--- config.mk ---
export PLATFORM = sky130hd
export DESIGN_NAME = msx_slot_expander
export DESIGN_NICKNAME = d
export VERILOG_FILES = /design/src/rtl/msx_pkg.sv /design/src/rtl/msx_bus_wr_commit.sv /design/src/rtl/msx_slot_expander.sv
export SDC_FILE = /design/constraint.sdc
export NUM_CORES = 1
export LEC_CHECK = 0
export ABC_AREA = 0
export CAP_MARGIN = 20
export CORE_UTILIZATION = 30
export DETAILED_ROUTE_END_ITERATION = 8
export PLACE_DENSITY = 0.55
export SLEW_MARGIN = 20
export SYNTH_ARGS = -nofsm -noshare
export SYNTH_HDL_FRONTEND = slang
export SYNTH_SLANG_ARGS = --single-unit
export TNS_END_PERCENT = 10
--- constraint.sdc ---
create_clock -name clk -period 2.5 [get_ports clk]
set_input_delay 0.25 -clock clk [delete_from_list [all_inputs] [get_ports clk]]
set_output_delay 0.25 -clock clk [all_outputs]
set_load 0.02 [all_outputs]
--- src/rtl/msx_pkg.sv ---
// Shared MSX bus constants and slot-field helpers used by the slot expander
// and other bus-register blocks.
package msx_pkg;

  localparam logic [7:0]  PORT_PSL      = 8'hA8;
  localparam logic [7:0]  PORT_SEG_BASE = 8'hFC;
  localparam logic [15:0] ADDR_SSL      = 16'hFFFF;

  typedef enum logic {
    WC_IDLE = 1'b0,
    WC_HELD = 1'b1
  } wc_state_e;

  // Two-bit field for a 16 KB page out of a slot-select style register.
  function automatic logic [1:0] page_field(input logic [7:0] r, input logic [1:0] page);
    return r[2*page +: 2];
  endfunction

  // Power-on segment for mapper page p is 3-p, i.e. a linear 64 KB layout.
  function automatic logic [7:0] reset_seg(input logic [1:0] p);
    return {6'b0, ~p};
  endfunction

endpackage

--- src/rtl/msx_bus_wr_commit.sv ---
// Single-commit write FSM: one commit pulse per bus write no matter how many
// wait states stretch the strobe.
module msx_bus_wr_commit
  import msx_pkg::*;
(
  input  logic clk,
  input  logic reset_n,
  input  logic req_i,
  input  logic hold_i,
  output logic commit_o
);

  wc_state_e state_q;

  always_ff @(posedge clk or negedge reset_n) begin
    if (!reset_n) begin
      state_q <= WC_IDLE;
    end else begin
      case (state_q)
        WC_IDLE: if (req_i)   state_q <= WC_HELD;
        WC_HELD: if (!hold_i) state_q <= WC_IDLE;
        default:              state_q <= WC_IDLE;
      endcase
    end
  end

  // Commit lands on the same edge that moves IDLE -> HELD.
  assign commit_o = (state_q == WC_IDLE) && req_i;

endmodule

--- src/rtl/msx_slot_expander.sv ---
// Primary/secondary slot decoder with slot registers and a RAM mapper.
// Selects and read data are combinational from registers and bus strobes.
module msx_slot_expander
  import msx_pkg::*;
#(
  parameter logic [3:0] EXPANDED    = 4'b1000,
  parameter int         SEG_BITS    = 3,
  parameter logic [1:0] MAPPER_SLOT = 2'd3,
  parameter logic [1:0] MAPPER_SUB  = 2'd0
) (
  input  logic                 clk,
  input  logic                 reset_n,
  input  logic [15:0]          addr,
  input  logic [7:0]           d_from_cpu,
  input  logic                 mreq_n,
  input  logic                 iorq_n,
  input  logic                 rd_n,
  input  logic                 wr_n,
  input  logic                 m1_n,
  input  logic                 rfrsh_n,
  output logic [7:0]           d_out,
  output logic                 d_oe,
  output logic [3:0]           sltsl_n,
  output logic [15:0]          subsl_n,
  output logic                 mapper_cs_n,
  output logic [SEG_BITS+13:0] mapper_addr,
  output logic                 mapper_we
);

  logic [7:0]          prim_q, prim_d;
  logic [7:0]          secreg_q [4];
  logic [7:0]          secreg_d [4];
  logic [SEG_BITS-1:0] seg_q [4];
  logic [SEG_BITS-1:0] seg_d [4];

  logic [1:0] page, slot, sub, seg_idx;
  logic       slot_exp, mem_cyc, io_cyc, ssl_hit, mem_sel;
  logic       io_psl, io_seg, mapper_hit;
  logic       wr_ssl, wr_psl, wr_seg, wr_req, wr_hold, commit;
  logic [7:0] seg_rd;

  assign page     = addr[15:14];
  assign slot     = page_field(prim_q, page);
  assign sub      = page_field(secreg_q[slot], page);
  assign slot_exp = EXPANDED[slot];
  assign seg_idx  = addr[1:0];

  assign mem_cyc = ~mreq_n & rfrsh_n;
  assign io_cyc  = ~iorq_n & m1_n;

  // FFFFh is only a register when the slot in page 3 is expanded.
  assign ssl_hit = (addr == ADDR_SSL) & slot_exp;
  assign mem_sel = mem_cyc & ~ssl_hit;

  assign io_psl = io_cyc & (addr[7:0] == PORT_PSL);
  assign io_seg = io_cyc & (addr[7:2] == PORT_SEG_BASE[7:2]);

  assign mapper_hit = mem_sel & (slot == MAPPER_SLOT)
                    & (~EXPANDED[MAPPER_SLOT] | (sub == MAPPER_SUB));

  generate
    for (genvar gi = 0; gi < 4; gi++) begin : g_sltsl
      assign sltsl_n[gi] = ~(reset_n & mem_sel & (slot == 2'(gi)));
    end
    for (genvar gi = 0; gi < 16; gi++) begin : g_subsl
      assign subsl_n[gi] = ~(reset_n & mem_sel & EXPANDED[gi/4]
                             & (slot == 2'(gi/4)) & (sub == 2'(gi%4)));
    end
  endgenerate

  assign mapper_cs_n = ~(reset_n & mapper_hit);
  assign mapper_we   = reset_n & mapper_hit & ~wr_n;
  assign mapper_addr = {seg_q[page], addr[13:0]};

  always_comb begin
    seg_rd = 8'hFF;
    seg_rd[SEG_BITS-1:0] = seg_q[seg_idx];
  end

  always_comb begin
    d_out = 8'h00;
    d_oe  = 1'b0;
    if (reset_n && !rd_n) begin
      if (mem_cyc && ssl_hit) begin
        d_out = ~secreg_q[slot];
        d_oe  = 1'b1;
      end else if (io_psl) begin
        d_out = prim_q;
        d_oe  = 1'b1;
      end else if (io_seg) begin
        d_out = seg_rd;
        d_oe  = 1'b1;
      end
    end
  end

  assign wr_ssl  = mem_cyc & ssl_hit & ~wr_n;
  assign wr_psl  = io_psl & ~wr_n;
  assign wr_seg  = io_seg & ~wr_n;
  assign wr_req  = wr_ssl | wr_psl | wr_seg;
  assign wr_hold = ~wr_n & (~mreq_n | ~iorq_n);

  msx_bus_wr_commit u_commit (
    .clk      (clk),
    .reset_n  (reset_n),
    .req_i    (wr_req),
    .hold_i   (wr_hold),
    .commit_o (commit)
  );

  always_comb begin
    prim_d   = prim_q;
    secreg_d = secreg_q;
    seg_d    = seg_q;
    if (commit) begin
      if (wr_psl) prim_d = d_from_cpu;
      if (wr_ssl) secreg_d[slot] = d_from_cpu;
      if (wr_seg) seg_d[seg_idx] = d_from_cpu[SEG_BITS-1:0];
    end
  end

  always_ff @(posedge clk or negedge reset_n) begin
    if (!reset_n) begin
      prim_q <= 8'h00;
      for (int i = 0; i < 4; i++) begin
        secreg_q[i] <= 8'h00;
        seg_q[i]    <= SEG_BITS'(reset_seg(2'(i)));
      end
    end else begin
      prim_q   <= prim_d;
      secreg_q <= secreg_d;
      seg_q    <= seg_d;
    end
  end

endmodule

======== Word level (Yosys, flattened, before mapping) ========
Cells that the tools add are included.
storage, ports and cells
  output and inout port bits .............. 48
  word-level logic and storage cells ...... 111
  register bits after elaboration ......... 53
operators by class
  shift operators ......................... 2
  equal/unequal tests ..................... 9
  multiplexer cells ....................... 28
  magnitude comparators ................... 6
  bitwise gates (word level) .............. 45
  reductions and logical operators ........ 11
operators by type and width
  cell                    number
  $mux W8                 7
  $bwmux W32              1
  $and A1 B1 Y1           24
  $bmux W8 S2             1
  $demux W8 S2            1
  $eq A16 B16 Y1 const B  1
  $shiftx A8 B4 Y2        2
  $mux W3                 5
  $not A1 Y1              14
  $bmux W3 S2             2
  $bwmux W12              1
  $ge A3 B3 Y1 const B    3
  $not A2 Y3              3
  $eq A2 B2 Y1 const B    4
  $eq A8 B8 Y1 const B    1
  $not A8 Y8              1
  $mux W1                 7
  $demux W3 S2            1
  $eq A6 B6 Y1 const B    1
  $lt A3 B1 Y1 const B    2
  $reduce_and A2 Y1       3
  $logic_and A1 B1 Y1     5
  $eq A2 B1 Y1 const B    2
  $logic_not A2 Y1        2
  5 further kinds         7

======== Depth between registers and ports, before layout ========
  depth in word-level cells ............... 10
  gate-level depth with buffers ........... 8
  gate-level depth less buffers ........... 5

======== Cells and area by module ========
A second synthesis with hierarchy kept.
unflattened totals
  cells, all modules ...................... 287
  area, all modules ....................... 3078.0 um^2
by module, submodules not included
  module             area an instance (um^2)  cells each  seq. area each (um^2)  instances
  msx_slot_expander  3029.2                   284         1306.3                 1
  msx_bus_wr_commit  48.8                     3           25.0                   1

======== Least setup slack after synthesis ========
Ideal clock, no wire load.
  path type ............................... reg-to-output
  start ................................... register prim_q[7]
  end ..................................... output port mapper_we
  slack ................................... -0.436 ns
  data required time ...................... 2.250 ns
  data arrival time ....................... 2.686 ns
  path buffers ............................ 2
  stages on the path, launching flop included .. 8
  cell sequence ........................... dfrtp_1 mux4_2 buf_6 buf_6 mux2i_1 mux2i_1 mux4_2 nor4b_1
on the way
  cells in the longest elaborated chain, start to end .. 10
  elaborated cells between the ends (all ways) .. 17
  classes of those cells .................. eq/ne: 1; shift: 2; mux: 5; bitwise: 8; reduce/logical: 1
ends and longest elaborated chain
  what                                                             line                                              RTL
  from (decl)                                                      msx_slot_expander.sv:30                           logic [7:0] prim_q, prim_d;
  from (signal assigned)                                           msx_slot_expander.sv:130                          prim_q <= prim_d;
  $shiftx A8 B4 Y2 *                                               msx_pkg.sv:16                                     return r[2*page +: 2];
  $not A2 Y3 (implied by the code) or $bmux W1 S2 (tied branches)  msx_slot_expander.sv:44, msx_slot_expander.sv:45
  $bmux W8 S2 or $mux W1 (tied branches)                           msx_slot_expander.sv:44, msx_slot_expander.sv:45
  $mux W8 (implied by the code) or $and A1 B1 Y1 (tied branches)   msx_slot_expander.sv:44, msx_slot_expander.sv:52
  $mux W8 (implied by the code) or $not A1 Y1 (tied branches)      msx_slot_expander.sv:44, msx_slot_expander.sv:53
  $shiftx A8 B4 Y2 or $and A1 B1 Y1 (tied branches)                msx_pkg.sv:16, msx_slot_expander.sv:53
  $logic_not A2 Y1 or $and A1 B1 Y1 (tied branches)                msx_slot_expander.sv:59, msx_slot_expander.sv:58
  $and A1 B1 Y1 *                                                  msx_slot_expander.sv:59                           & (~EXPANDED[MAPPER_SLOT] | (sub == MAPPER_SUB));
  $and A1 B1 Y1 * (2 in series)                                    msx_slot_expander.sv:72                           assign mapper_we = reset_n & mapper_hit & ~wr_n;
  to (decl)                                                        msx_slot_expander.sv:27                           output logic mapper_we
Mark *: on every way between the ends. The rest lies on a longest branch, timed or not. The select of a mux whose other input is x is not followed.

======== Final worst setup path ========
  start ................................... register prim_q[3]
  end ..................................... output port mapper_cs_n
on the way
  cells in the longest elaborated chain, start to end .. 10
  elaborated cells between the ends (all ways) .. 17
  classes of those cells .................. eq/ne: 1; shift: 2; mux: 5; bitwise: 8; reduce/logical: 1
ends and longest elaborated chain
  what                                                             line                                              RTL
  $shiftx A8 B4 Y2 *                                               msx_pkg.sv:16
  $not A2 Y3 (implied by the code) or $bmux W1 S2 (tied branches)  msx_slot_expander.sv:44, msx_slot_expander.sv:45
  $bmux W8 S2 or $mux W1 (tied branches)                           msx_slot_expander.sv:44, msx_slot_expander.sv:45
  $mux W8 (implied by the code) or $and A1 B1 Y1 (tied branches)   msx_slot_expander.sv:44, msx_slot_expander.sv:52
  $mux W8 (implied by the code) or $not A1 Y1 (tied branches)      msx_slot_expander.sv:44, msx_slot_expander.sv:53
  $shiftx A8 B4 Y2 or $and A1 B1 Y1 (tied branches)                msx_pkg.sv:16, msx_slot_expander.sv:53
  $logic_not A2 Y1 or $and A1 B1 Y1 (tied branches)                msx_slot_expander.sv:59, msx_slot_expander.sv:58
  $and A1 B1 Y1 *                                                  msx_slot_expander.sv:59
  $and A1 B1 Y1 *                                                  msx_slot_expander.sv:71                           assign mapper_cs_n = ~(reset_n & mapper_hit);
  $not A1 Y1 *                                                     msx_slot_expander.sv:71
  to (decl)                                                        msx_slot_expander.sv:25                           output logic mapper_cs_n,
Marks and branches as above.

==> summary.md <==
| Metric | Value |
|---|---|
| Clock Skew | roughly 0.014 ns |
| Crit Path Category | flip-flop to output pin |
| Worst-Margin Slew | roughly 0.6 ns |
| TritonRoute pass-1 iters | 4 |
| First-pass GRT wire length | ~13 mm |
| Die area | 10,720 um^2 |
| Pwr/cell area | 376.5 nW/um^2 |
| Total global routing overflow | 0 |
| Detailed-route via count | ~2,300 |
| Max-cap violations | 0 |
| TritonCTS Sinks | 53 |
| Worst setup EP type | output pin |
| Top post-synthesis cells by area | dfrtp_1 40%, mux2_2 12%, mux4_2 7.3%, buf_4 6.3%, mux2i_1 6.1% |
| Maximum VDD drop | a little over 300 uV |
| Mapped Area | 3094 um^2 |
| Register-to-Register Setup Slack | 0.09 ns |
| Core area | 9864 um^2 |
| Hold Crit Class | primary input to asynchronous set/reset pin |
| Fin. max-slew vios | 0 |
| Initial antenna violation count | 0 |
| Total power | 0.001570 W |
| Pin count of the biggest net entering global routing | 45 |
| Post-route setup slack | -0.5233 ns |
| Hold Vio Cnt, Final | 0 |
| Mapped Cells | 278 |
| Worst endpoint required time | 2.25 ns |
| Worst rel slew slack | 60.03% |
| DRC errors left | 0 |
| PortBufs | 67 |
| Initial cell density of the core | 31.37% |
| Area leader, netlist | dfrtp_1 |
| Failing checks | setup timing |
| Placement Setup Slack | -1.077 ns |
| Io pins | 80 |
| CTS tree | done |
| Diode count | 0 |
| Routed WL | 8.286 mm |
| Fin crit share | 120.9% |
| Critical path peak fanout | 5 |
| Fillers | 966 |
| Top cell type's share of synthesized area | around two fifths |
| Sequential share of the synthesized area | about 43% |
| FF-to-FF path depth | 9 |
| Finished Layout Cells | 490 |
| Die H | around 100 um |
| Worst setup SP type | flip-flop |
| Root Buffer | clkbuf_8 |
| Vias in the first global route | between 2,000 and 2,500 |
| Final Setup Violations | 13 |
| Dpl cells | 477 |
| FMAX | approximately 330 MHz |
| Row Count | 36 |
| Violation count after the first detailed-route iteration | 120 |
| Layout Nets | 388 |
| Fraction of layout cells with a size suffix above 1 | 39.50% |
| RSZ-0062 raised after global routing | true |
| Pleak | 1.867 nW |
| Worst skew pair latency | 0.30 ns |
| Area grow syn2layout | 34.78% |
| Global placement routability congestion | 0.7838 |
| H-tree Lvls | 2 |
| Synth cell types | 39 |
| DRT antenna net count | 0 |
| Synth Register Bits | 53 |
| Worst r2r dst | secreg_q[0] |
| Mapped Avg Cell Area | 11.13 um^2 |
| Hpwl dp | approximately 6.3 mm |
| CTS buffer count | 5 |
| DIE WIDTH | between 100 and 150 um |
| Status | finished with violations |
| Syn. warnings | 0 |
| CTS Buffer Depth | 2 |
| Crit path DAT | 2.77 ns |
| Via density | 4.786 |
| Clock slew seen by the registers of the worst setup and hold paths | 0.10 ns |
| Min Clock Period, post-route | 3.023 ns |
| RR Startpoint | prim_q[3] |
| GRT Resource Usage Total | 16.06% |
| WL/cell | roughly 17 um |
-- layer usage --
layer,vias to the layer above,share of wire [%],routed length [um],global-route usage [%]
met2,90,46,3834,25.93
met1,1146,47,3932,22.25
li1,1105,-,-,-
met5,-,0,0,0
met3,4,5.3,443,2.958
met4,0,0.91,75,3.830
-- flip-flops by register name (all words and copies together), names as in the netlist --
register	flops
secreg_q	32
seg_q	12
prim_q	8
u_commit.state_q	1
-- worst max-delay path by stage --
| stage | startpoint | endpoint | slack, ns | cells past startpoint |
|---|---|---|---|---|
| global placement | addr[14] | subsl_n[12] | -1.03 | 7 |
| detailed placement | addr[14] | mapper_cs_n | -1.08 | 7 |
| finish | prim_q[3] | mapper_cs_n | -0.52 | 6 |
| global route | prim_q[5] | mapper_cs_n | -0.62 | 6 |
| CTS | prim_q[5] | mapper_cs_n | -0.53 | 6 |
| floorplan | prim_q[7] | mapper_cs_n | -0.10 | 7 |
-- placed cells by master (no fill, tap or decap), drive strengths merged, types with 9 or more instances in the layout --
cell           Yosys  routed
buf               32      69
a211oi             9       9
dfrtp             49      49
a21oi              9       9
mux4              10      11
mux2              35      35
nand2             11      11
conb               1      12
nor2              11      11
clkdlybuf4s50      0      45
mux2i             20      20
clkbuf            30       9
-- synthesized netlist by cell type (all sizes together) --
cell type / count
a31oi: 3
mux4: 10
nand3b: 3
nor3b: 1
dfstp: 4
mux2: 35
o21a: 1
inv: 3
a22o: 2
nor4b: 3
o211ai: 2
a22oi: 1
buf: 32
conb: 1
nand4: 5
o211a: 1
dfrtp: 49
a211oi: 9
clkbuf: 30
and3: 5
o21ai: 3
o31ai: 2
nand2: 11
nor2b: 4
a21oi: 9
and2: 2
nand2b: 4
or3b: 2
nand3: 5
nor3: 2
nor2: 11
or3: 2
and4: 1
mux2i: 20
-- logic make-up (layout without fill, tap and decap cells) --
logic type / Yosys count / count (layout) / share of synthesized area [%]
AO/OA/AOI/OAI: 33 / 33 / 7.076
buffers and inverters: 65 / 132 / 11.77
flip-flops: 53 / 53 / 43.02
multiplexers: 65 / 66 / 26.89
other: 1 / 12 / 0.1212
AND/OR/NAND/NOR: 61 / 61 / 11.12
-- stage by stage --
| step | area, um^2 | hold WS [ns] | util (%) | setup TNS [ns] |
|---|---|---|---|---|
| 2_1_floorplan | 3157 | -0.04559 | - | -0.3237 |
| 3_3_place_gp | 4048 | 0.1037 | 41.03 | -17.23 |
| 3_5_place_dp | 4048 | 0.1021 | 41.03 | -17.29 |
| 4_1_cts | 4165 | 0.2934 | 42.22 | -3.198 |
| 5_1_grt | 4170 | 0.3033 | 42.28 | -4.354 |
| 6_report | 4170 | 0.3038 | 42.28 | -2.981 |
-- worst max-delay path, stage by stage (launching register included) --
cell	delay, ns
dfrtp_2	0.45
mux4_2	0.57
mux2i_1	0.24
mux2i_1	0.11
mux4_2	0.56
or3b_4	0.39
buf_2	0.16
-- power by group --
part,switching (W),leakage (nW),internal (W)
sequential,0.00000364,0.724,0.000862
clock,0.000269,0.0450,0.000195
combinational,0.000121,1.10,0.000118
total,0.000394,1.87,0.00118
-- final cells by class --
cell class | count | area [um^2] | share of cell area, %
clock inverter | 2 | 10.01 | 0.2400
timing repair buffer | 121 | 1056 | 25.32
tap | 133 | 166.4 | 3.990
sequential | 53 | 1333 | 31.95
multi-input combinational | 172 | 1521 | 36.48
clock buffer | 6 | 72.57 | 1.740
inverter | 3 | 11.26 | 0.2700
-- what timing repair did --
action / 4_1_cts / 5_1_grt
resized for setup: 94 / 9
cloned: 1 / 0
pin swaps: 5 / 1
buffers inserted: 3 / 0
endpoints found under the setup margin: 27 / 18
endpoints found under the hold margin: 8 / 0
hold buffers: 1 / 0
Power figures use the tool's default switching activity.
